## src/rtl/hdu_rec_fifo.sv

```systemverilog
// Hazard-record FIFO: up to two writes and one read per cycle, exposes free-slot count.
// Writers must only push when free >= number of writes; wr1 is only used together with wr0.
module hdu_rec_fifo #(
   parameter int unsigned WIDTH = 18,
   parameter int unsigned DEPTH = 4
) (
   input  logic                     clk,
   input  logic                     rst_n,
   input  logic                     wr0_en,
   input  logic [WIDTH-1:0]         wr0_data,
   input  logic                     wr1_en,
   input  logic [WIDTH-1:0]         wr1_data,
   input  logic                     rd_en,
   output logic                     rd_valid,
   output logic [WIDTH-1:0]         rd_data,
   output logic [$clog2(DEPTH):0]   free
);

   localparam int unsigned AW = $clog2(DEPTH);

   logic [WIDTH-1:0] mem_q [DEPTH];
   logic [AW-1:0]    wptr_q, rptr_q;
   logic [AW:0]      count_q;
   logic [AW:0]      n_wr;
   logic             pop;

   assign n_wr     = (AW+1)'(wr0_en) + (AW+1)'(wr1_en);
   assign rd_valid = (count_q != '0);
   assign pop      = rd_en && rd_valid;
   assign rd_data  = rd_valid ? mem_q[rptr_q] : '0;
   assign free     = (AW+1)'(DEPTH) - count_q;

   always_ff @(posedge clk) begin
      if (wr0_en) mem_q[wptr_q] <= wr0_data;
      if (wr1_en) mem_q[wptr_q + AW'(1)] <= wr1_data;
   end

   always_ff @(posedge clk or negedge rst_n) begin
      if (!rst_n) begin
         wptr_q  <= '0;
         rptr_q  <= '0;
         count_q <= '0;
      end else begin
         wptr_q  <= wptr_q + n_wr[AW-1:0];
         if (pop) rptr_q <= rptr_q + AW'(1);
         count_q <= count_q + n_wr - (AW+1)'(pop);
      end
   end

endmodule

```

## config.mk

```make
export PLATFORM = sky130hd
export DESIGN_NAME = hdu_rec_fifo
export DESIGN_NICKNAME = d
export VERILOG_FILES = /design/src/rtl/hdu_rec_fifo.sv
export SDC_FILE = /design/constraint.sdc
export NUM_CORES = 1
export LEC_CHECK = 0
export ABC_CLOCK_PERIOD_IN_PS = 4610
export CORE_MARGIN = 2
export CORE_UTILIZATION = 50
export CTS_CLUSTER_DIAMETER = 200
export CTS_CLUSTER_SIZE = 25
export DETAILED_ROUTE_END_ITERATION = 10
export GPL_ROUTABILITY_DRIVEN = 0
export PLACE_DENSITY = 0.75
export REMOVE_ABC_BUFFERS = 1
export SLEW_MARGIN = 20
export SYNTH_ARGS = -nofsm -noshare
export SYNTH_HDL_FRONTEND = slang
export SYNTH_SLANG_ARGS = --single-unit
```

## constraint.sdc

```tcl
create_clock -name clk -period 4.61 [get_ports clk]
set_input_delay 0.922 -clock clk [delete_from_list [all_inputs] [get_ports clk]]
set_output_delay 0.922 -clock clk [all_outputs]
set_load 0.02 [all_outputs]
```

==> results of run 1 <==
-- worst min path at each step --
stage	depth (start not counted)	endpoint
finish	1	count_q[2]$_DFF_PN0_
global route	1	count_q[2]$_DFF_PN0_
CTS	1	count_q[2]$_DFF_PN0_
detailed placement	1	count_q[2]$_DFF_PN0_
global placement	1	count_q[2]$_DFF_PN0_
floorplan	1	count_q[2]$_DFF_PN0_
-- cell type report --
class | instances | area (um^2) | area share (%)
sequential | 79 | 2340 | 46.8
tap | 105 | 131 | 2.63
timing repair buffer | 66 | 651 | 13.0
multi-input combinational | 154 | 1660 | 33.2
clock inverter | 4 | 47.5 | 0.950
clock buffer | 11 | 131 | 2.63
inverter | 11 | 41.3 | 0.825
-- power by group through the flow --
stage,combinational (mW),clock (mW),sequential (mW)
floorplan,0.936,0,1.24
global placement,1.50,0,1.27
detailed placement,1.53,0,1.29
CTS,1.53,0.496,1.27
global route,1.61,0.526,1.30
finish,1.51,0.492,1.27
-- stage by stage --
step	total power [mW]	hold slack [ns]	area (um^2)	util, %
6_report	3.27	0.482	5000	61.5
5_1_grt	3.44	0.501	5000	61.5
4_1_cts	3.30	0.486	4990	61.4
3_5_place_dp	2.81	0.471	4810	59.2
3_3_place_gp	2.78	0.469	4810	59.2
2_1_floorplan	2.18	0.446	4010	-
-- cell usage after synthesis (2+ instances only) --
library cell / count
buf_2: 4
buf_4: 4
buf_6: 5
dfrtp_1: 7
edfxtp_1: 72
ha_1: 7
inv_1: 11
mux2_2: 53
mux2_4: 19
mux2i_1: 37
nand2b_1: 2
nand3b_1: 2
nor2_1: 2
o21ai_0: 2
o22ai_1: 18
xnor2_1: 5
-- routing by layer --
metal	wire [um]	GRT usage, %
met2	4340	35.8
met4	107	6.88
met1	3660	23.8
met3	293	3.72
met5	0	0
-- worst max-delay path: stages, from the launching register on --
cell             delay (ns)
dfrtp_1                0.37
inv_1                  0.05
ha_1                   0.18
ha_1                   0.21
nand2b_1               0.60
o22ai_1                0.42
clkdlybuf4s50_1        0.67
-- sequential cells by signal, indices dropped and copies added, names as in the netlist --
| register | flops |
|---|---|
| wptr_q | 2 |
| mem_q | 72 |
| rptr_q | 2 |
| count_q | 3 |
-- logic make-up (layout without fill, tap and decap cells) --
kind of cell | count (synthesis) | after routing | synth area share, %
mux | 109 | 109 | 30.2
xor+xnor | 6 | 6 | 1.27
simple gates | 11 | 11 | 2.35
buf+inv | 27 | 92 | 4.23
flops | 79 | 79 | 56.4
fa+ha+maj | 8 | 8 | 2.60
compound gates | 20 | 20 | 2.96
==> metrics, run 1 <==
row count 33; top cells by area, synth edfxtp_1 (52%), mux2_2 (14%), mux2i_1 (8.9%); Die Y 95.1 um; CP Max Fanout 18; clock tree sinks 79; synth unique cells 26; Post-DRT Antenna Nets 0; PostCTS Resize Cnt 0; placed cell count 415; synth warn 0; DRT Pass-1 Iters 4; first-pass GRT wire length 12.9 mm; final hold violation count 0; Int Pwr 2.07 mW; Iteration-0 DRC Markers 108; Logic pwr share 46.1%; final setup vio count 0; worst r2r dst mem_q[2][3]$_DFFE_PP_; CTS tree done; routed len/inst 19.5 um; flops & latches, synth 79; status finished clean; Crit. End Element primary output; dominant cell type by area after synthesis edfxtp_1; fillcell total 622; commonest non-fill, non-tap cell in the layout edfxtp_1; Yosys top cell area share 52.2%; fraction of layout cells with a size suffix above 1 30.2%; DIE WIDTH 95.1 um; Syn Inst Count 260; final std cells w/o fill 430; skew final 0.00869 ns; register clock-pin slew on the reported worst setup and hold paths 0.08 ns; max_cap viols 0; syn_area_per_cell 15.9 um^2; share of power burned in registers 38.8%; core area 0.00813 mm^2; final period utilization 81.9%; Worst EP required 3.69 ns; worst setup path endpoint rd_data[12]; Post-synth EDFFs 72; worst-margin pin slew 1.09 ns; IO Count 63; Reg2Reg Launch Point wptr_q[1]$_DFF_PN0_; PnR worst setup slack 0.837 ns; sequential area share after synthesis 56.4%; # diodes 0; Fmax achieved 265 MHz; setup bufs post-CTS 0; pre-CTS WS 1.19 ns; number of global-route vias before repair 2,562; Layout area overhead 20.7%; worst setup path class flop to primary output; latest clock arrival within the worst-skew pair 0.35 ns; Async SR Flop Fraction 8.86%; grt total ovfl 0; Num CTS Buffers 9; Initial Util 51.0%; initial antenna violation count 0; maximum VDD drop 0.346 mV; RSZ-0062 raised after global routing no; final slew viol count 0; Hold WC Path Type flop to flop; Psw 1.20 mW; dpl hpwl 5.25 mm; nets 370; hold_buf cts 0; GRT Util Overall 19.8%; cells on worst reg2reg path 3; PwrDens 653 mW/mm^2; synthesized area 0.00415 mm^2; largest net degree at the start of global routing 38; Setup TNS 0 ns; Net Sw Frac 36.6%; commonest non-fill, non-tap cells in the layout edfxtp_1 (72), clkdlybuf4s50_1 (62), mux2_2 (53), mux2i_1 (37), mux2_4 (19); root buf cell clkbuf_8; clock power share 15.1%; via count 2,348; static leakage 1.89 nW; WP data arrival 2.85 ns; H-tree depth 3; Startpoint Class flop; DRC Markers 0; most common flop cell mapped by yosys edfxtp_1; R2R setup slack 2.37 ns; final WL 8.40 mm; die area 0.00903 mm^2; Bufs on Longest Clock Path 2; worst hold start count_q[2]$_DFF_PN0_; Slew Limit Headroom 27.4%; vias per inst 5.46; clock period minus worst slack 3.77 ns; Setup crit start count_q[0]$_DFF_PN0_; Port Buf Inserts 62
Power figures use the tool's default switching activity.
==> run 2: changes to the inputs <==
--- a/config.mk
+++ b/config.mk
@@ -5,7 +5,7 @@
 export SDC_FILE = /design/constraint.sdc
 export NUM_CORES = 1
 export LEC_CHECK = 0
-export ABC_CLOCK_PERIOD_IN_PS = 4610
+export ABC_CLOCK_PERIOD_IN_PS = 3730
 export CORE_MARGIN = 2
 export CORE_UTILIZATION = 50
 export CTS_CLUSTER_DIAMETER = 200
==> constraint.sdc (replaced) <==
create_clock -name clk -period 3.73 [get_ports clk]
set_input_delay 0.746 -clock clk [delete_from_list [all_inputs] [get_ports clk]]
set_output_delay 0.746 -clock clk [all_outputs]
set_load 0.02 [all_outputs]
==> run 2 against run 1 <==
Routed wire length down 3.7%. Clock skew about the same. Via count up 0.89%. Combinational power up 29%. Sequential power up 19%. Final cell count up 0.23%. Highest routed layer unchanged. Die area unchanged. Sequential cell count unchanged.
==> metrics, run 2 (synthesis gave the netlist of run 1 again) <==
root buf cell clkbuf_8; Hold Path Cell Cnt 1 (unchanged); PnR worst setup slack 0.349 ns (-0.487 ns); final WL 8.09 mm (-3.7%); largest registers mem_q (72), count_q (3); RSZ-0062 raised after global routing no; die area 0.00903 mm^2 (unchanged); max_cap viols 0 (unchanged); static leakage 1.90 nW (+0.44%); Net Sw Frac 36.5% (-0.12 points); Logic pwr share 48.1% (+2.0 points); Num CTS Buffers 9 (unchanged); Tot Pwr 4.05 mW (+24%); # diodes 0 (unchanged); latest clock arrival within the worst-skew pair 0.35 ns (about the same); CP bufs+invs 2 (unchanged); Port Buf Inserts 62 (unchanged); CP Max Fanout 18 (unchanged); clock power share 14.8% (-0.3 points); Worst EP required 2.98 ns (-0.71 ns); worst hold start count_q[2]$_DFF_PN0_; worst setup path class flop to primary output; grt total ovfl 0 (unchanged); Startpoint Class flop; critical path's slowest cell clkdlybuf4s50_1; final slew viol count 0 (unchanged); share of power burned in registers 37.2% (-1.6 points); PostCTS Resize Cnt 0 (unchanged); Top Family by Delay on Critical Path buffers and inverters; worst-margin pin slew 0.725 ns (-0.364 ns); final period utilization 90.6%; placed cell count 416 (+0.24%); routed len/inst 18.8 um (-3.9%); Post-DRT Antenna Nets 0 (unchanged); GRT Util Overall 18.9% (-0.96 points); skew final 0.00856 ns (-0.000127 ns); final setup vio count 0 (unchanged); R2R setup slack 1.48 ns (-0.89 ns); area occupied by multi-input gates 0.00167 mm^2 (+0.60%); fillcell total 646 (+3.9%); max reg flops 72 (unchanged); pre-CTS WS 0.493 ns (-0.697 ns); Initial Util 51.0% (unchanged); Int Pwr 2.58 mW (+24%); setup bufs post-CTS 0 (unchanged); register clock-pin slew on the reported worst setup and hold paths 0.07 ns (about the same); DRC Markers 0 (unchanged); Sequential Area 0.00234 mm^2 (-0.11%); Reg2Reg Launch Point count_q[0]$_DFF_PN0_; Fmax achieved 296 MHz; worst r2r dst count_q[2]$_DFF_PN0_; Psw 1.48 mW (+24%); Iteration-0 DRC Markers 86 (-20%); fraction of layout cells with a size suffix above 1 30.4% (+0.21 points); first-pass GRT wire length 12.4 mm (-4.2%); Layout area overhead 21.3%; largest net degree at the start of global routing 23 (-39%); via count 2,369 (+0.89%); cell repeated most along the worst path ha_1; Slowest Stage Delay on Critical Path 0.65 ns (-0.02 ns); maximum VDD drop 0.403 mV (+17%); Crit. End Element primary output; Hold WC Path Type flop to flop; commonest non-fill, non-tap cell in the layout edfxtp_1; Setup TNS 0 ns (unchanged); IO Count 63 (unchanged); commonest non-fill, non-tap cells in the layout edfxtp_1 (72), clkdlybuf4s50_1 (62), mux2_2 (53), mux2i_1 (37), mux2_4 (19); number of global-route vias before repair 2,465 (-3.8%); DRT Pass-1 Iters 4 (unchanged); PwrDens 806 mW/mm^2 (+23%); Reg with most FFs mem_q; status finished clean; dpl hpwl 5.14 mm (-2.0%); WP data arrival 2.63 ns (-0.22 ns); Slew Limit Headroom 51.5% (+24 points); final std cells w/o fill 431 (+0.23%); core area 0.00813 mm^2 (unchanged); nets 371 (+0.27%); clock tree sinks 79 (unchanged); Core Util, Final 61.8% (+0.32 points); initial antenna violation count 0 (unchanged); CTS tree done; DIE WIDTH 95.1 um (unchanged); Hold Crit Endpoint count_q[2]$_DFF_PN0_; vias per inst 5.50 (+0.66%); final hold violation count 0 (unchanged); row count 33 (unchanged); crit path cell chain inv_1 > ha_1 > ha_1 > or2_2 > o22ai_1 > clkdlybuf4s50_1; H-tree depth 3 (unchanged); Die Y 95.1 um (unchanged); hold_buf cts 0 (unchanged); Bufs on Longest Clock Path 2 (unchanged); clock period minus worst slack 3.38 ns; cells on worst reg2reg path 10 (+7)
[run 2: cell types whose count changed in the layout (fill, tap and decap cells not counted)]
| cell | change |
|---|---|
| clkinv_1 | +2 |
| buf_12 | +1 |
| clkbuf_1 | -1 |
| clkinv_2 | -1 |
| dfrtp_2 | +1 |
| dfrtp_4 | -1 |
| nand2b_1 | -1 |
| nand2b_2 | +1 |
| o21ai_2 | -1 |
| o21ai_4 | +1 |
[run 2: how the worst max path moves through the flow]
stage / from / end / slack, ns / cells after the start
CTS: count_q[0]$_DFF_PN0_ / rd_data[12] / 0.11 / 6
global placement: count_q[0]$_DFF_PN0_ / rd_data[12] / 0.52 / 6
detailed placement: count_q[0]$_DFF_PN0_ / rd_data[12] / 0.49 / 6
global route: count_q[0]$_DFF_PN0_ / rd_data[0] / 0.24 / 6
finish: count_q[0]$_DFF_PN0_ / rd_data[12] / 0.35 / 6
floorplan: rptr_q[1]$_DFFE_PN0P_ / rd_data[16] / 1.02 / 2
[run 2: metrics by stage]
| stage | instance area, um^2 | hold WS (ns) |
|---|---|---|
| after global placement | 4830 | 0.466 |
| final | 5030 | 0.476 |
| after global routing | 5030 | 0.483 |
| after floorplan | 4010 | 0.446 |
| after CTS | 5020 | 0.478 |
| after detailed placement | 4840 | 0.465 |
[run 2: routing by layer]
metal / wire length [um] / track usage, % / up-vias
met4: 132 / 8.45 / 0
li1: - / - / 1122
met3: 261 / 4.03 / 10
met2: 4310 / 34.2 / 46
met5: 0 / 0 / -
met1: 3390 / 21.3 / 1191
[run 2: final cells by class]
cell class                 instances  share of cell area, %
clock inverter                     5                  0.995
clock buffer                      10                   2.54
multi-input combinational        154                   33.2
sequential                        79                   46.5
tap                              105                   2.61
timing repair buffer              67                   13.3
inverter                          11                  0.821
[run 2: power groups by stage]
stage | registers, mW | clock network (mW) | logic, mW
6_report | 1.51 | 0.598 | 1.95
5_1_grt | 1.53 | 0.647 | 2.09
4_1_cts | 1.51 | 0.607 | 1.97
3_5_place_dp | 1.53 | 0 | 1.96
3_3_place_gp | 1.51 | 0 | 1.93
2_1_floorplan | 1.53 | 0 | 1.16
==> run 3: changes to the inputs <==
--- a/config.mk
+++ b/config.mk
@@ -8,11 +8,12 @@
 export ABC_CLOCK_PERIOD_IN_PS = 3730
 export CORE_MARGIN = 2
 export CORE_UTILIZATION = 50
+export CTS_BUF_LIST = sky130_fd_sc_hd__clkbuf_16
 export CTS_CLUSTER_DIAMETER = 200
 export CTS_CLUSTER_SIZE = 25
 export DETAILED_ROUTE_END_ITERATION = 10
+export DONT_BUFFER_PORTS = 1
 export GPL_ROUTABILITY_DRIVEN = 0
-export PLACE_DENSITY = 0.75
 export REMOVE_ABC_BUFFERS = 1
 export SLEW_MARGIN = 20
 export SYNTH_ARGS = -nofsm -noshare
==> run 3 against run 2 <==
Combinational power decreased by 24%. Largest power group is now sequential cells. Largest cell class unchanged. Critical path depth decreased by 1. Worst hold slack got worse by 0.37 ns. Die area unchanged. Sequential share of layout area up 5.1 points. Cell area down 10%.
==> metrics, run 3 (synthesis gave the netlist of run 1 again) <==
DIE WIDTH 95.1 um (unchanged); CP bufs+invs 1 (-1); Crit. End Element primary output; initial antenna violation count 0 (unchanged); Fmax achieved 308 MHz (+4.0%); hold_buf cts 0 (unchanged); # diodes 0 (unchanged); max_cap viols 0 (unchanged); grt total ovfl 0 (unchanged); first-pass GRT wire length 11.9 mm (-4.0%); largest net degree at the start of global routing 23 (unchanged); CP Max Fanout 18 (unchanged); GRT Util Overall 18.6% (-0.26 points); latest clock arrival within the worst-skew pair 0.33 ns (-0.02 ns); PwrDens 863 mW/mm^2 (+7.1%); final slew viol count 0 (unchanged); via count 2,116 (-11%); Die Y 95.1 um (unchanged); Reg with most FFs mem_q; RSZ-0062 raised after global routing no; final WL 7.94 mm (-1.9%); Layout area overhead 9.24%; Num CTS Buffers 9 (unchanged); Setup TNS 0 ns (unchanged); clock period minus worst slack 3.25 ns (-0.131 ns); skew final 0.00534 ns (-0.00322 ns); DRT Pass-1 Iters 3 (-1); CTS tree done; commonest non-fill, non-tap cells in the layout edfxtp_1 (72), mux2_2 (53), mux2i_1 (37), mux2_4 (19), o22ai_1 (18); PostCTS Resize Cnt 0 (unchanged); DRC Markers 0 (unchanged); clock tree sinks 79 (unchanged); maximum VDD drop 0.576 mV (+43%); crit path cell chain inv_1 > ha_1 > ha_1 > nand2b_1 > o22ai_1; Top Family by Delay on Critical Path compound AO/OA/AOI/OAI gates; Port Buf Inserts 0 (-100%); R2R setup slack 1.32 ns (-0.16 ns); max reg flops 72 (unchanged); critical path's slowest cell o22ai_1; root buf cell clkbuf_16; Worst EP required 2.98 ns (about the same); Tot Pwr 3.91 mW (-3.6%); setup bufs post-CTS 0 (unchanged); Initial Util 51.0% (unchanged); fraction of layout cells with a size suffix above 1 37.5% (+7.1 points); H-tree depth 3 (unchanged); Hold WC Path Type input pin to async pin; final setup vio count 0 (unchanged); register clock-pin slew on the reported worst setup and hold paths 0.06 ns (about the same); routed len/inst 21.3 um (+14%); Post-DRT Antenna Nets 0 (unchanged); final period utilization 87.1% (-3.5 points); static leakage 1.74 nW (-8.8%); Slowest Stage Delay on Critical Path 0.63 ns (-0.02 ns); IO Count 63 (unchanged); number of global-route vias before repair 2,162 (-12%); row count 33 (unchanged); final hold violation count 0 (unchanged); Slew Limit Headroom 38.9% (-13 points); Startpoint Class flop; status finished clean; Iteration-0 DRC Markers 58 (-33%); commonest non-fill, non-tap cell in the layout edfxtp_1; vias per inst 5.69 (+3.5%); cell repeated most along the worst path ha_1; dpl hpwl 5.01 mm (-2.6%); die area 0.00903 mm^2 (unchanged); Bufs on Longest Clock Path 2 (unchanged); nets 311 (-16%); core area 0.00813 mm^2 (unchanged); worst setup path class flop to primary output; worst-margin pin slew 0.916 ns (+0.192 ns); WP data arrival 2.50 ns (-0.13 ns); largest registers mem_q (72), count_q (3)
## run 3: changes by cell type in the layout (fill, tap and decap cells not counted), moves of 2 or more
cell / change
clkdlybuf4s50_1: -62
clkbuf_16: +9
clkbuf_8: -9
buf_4: +3
inv_1: +2
## run 3: final timing paths
check,start,endpoint,cells past startpoint
setup / recovery,count_q[0]$_DFF_PN0_,rd_data[3],5
hold / removal,rst_n,wptr_q[0]$_DFF_PN0_,0
setup reg to reg,count_q[0]$_DFF_PN0_,count_q[2]$_DFF_PN0_,10
hold reg to reg,count_q[2]$_DFF_PN0_,count_q[2]$_DFF_PN0_,1
max in group asynchronous,rst_n,rptr_q[1]$_DFFE_PN0P_,0
min in group clk,count_q[2]$_DFF_PN0_,count_q[2]$_DFF_PN0_,1
## run 3: layer usage
| metal | vias up | wire [um] | GRT usage [%] |
|---|---|---|---|
| met5 | - | 0 | 0 |
| met4 | 0 | 134 | 8.33 |
| met3 | 9 | 428 | 5.30 |
| met2 | 44 | 3990 | 31.9 |
| met1 | 1053 | 3390 | 21.8 |
| li1 | 1010 | - | - |
## run 3: area by class of cell
type                    count  area [um^2]
clock buffers               9          225
clock inverters             7         80.1
fillers                   656         3610
inverters                  11         41.3
multi-input cells         154         1660
flip-flops and latches     79         2340
well taps                 105          131
repair buffers              7         52.6
## run 3: stage by stage
step                cell area (um^2)  hold slack, ns  util (%)  std cells  worst slack [ns]
finish                          4530           0.105      55.7        372             0.481
global route                    4530          0.0943      55.7        372             0.302
CTS                             4520          0.0929      55.6        372             0.433
detailed placement              4220           0.451      51.8        356             0.793
global placement                4220           0.451      51.8        356             0.831
floorplan                       4010           0.446         -        244              1.02
## run 3: power breakdown
group | leakage, nW | switching [mW] | internal (mW)
sequential | 0.755 | 0.180 | 1.35
combinational | 0.823 | 0.915 | 0.570
clock | 0.157 | 0.324 | 0.575
## run 3: worst register-to-register path: stages, from the launching register on
cell     delay, ns
dfrtp_1       0.47
inv_1         0.07
ha_1          0.20
ha_1          0.21
nor2b_1       0.24
ha_1          0.18
inv_1         0.04
ha_1          0.18
fa_1          0.39
xnor2_1       0.21
xnor2_1       0.14
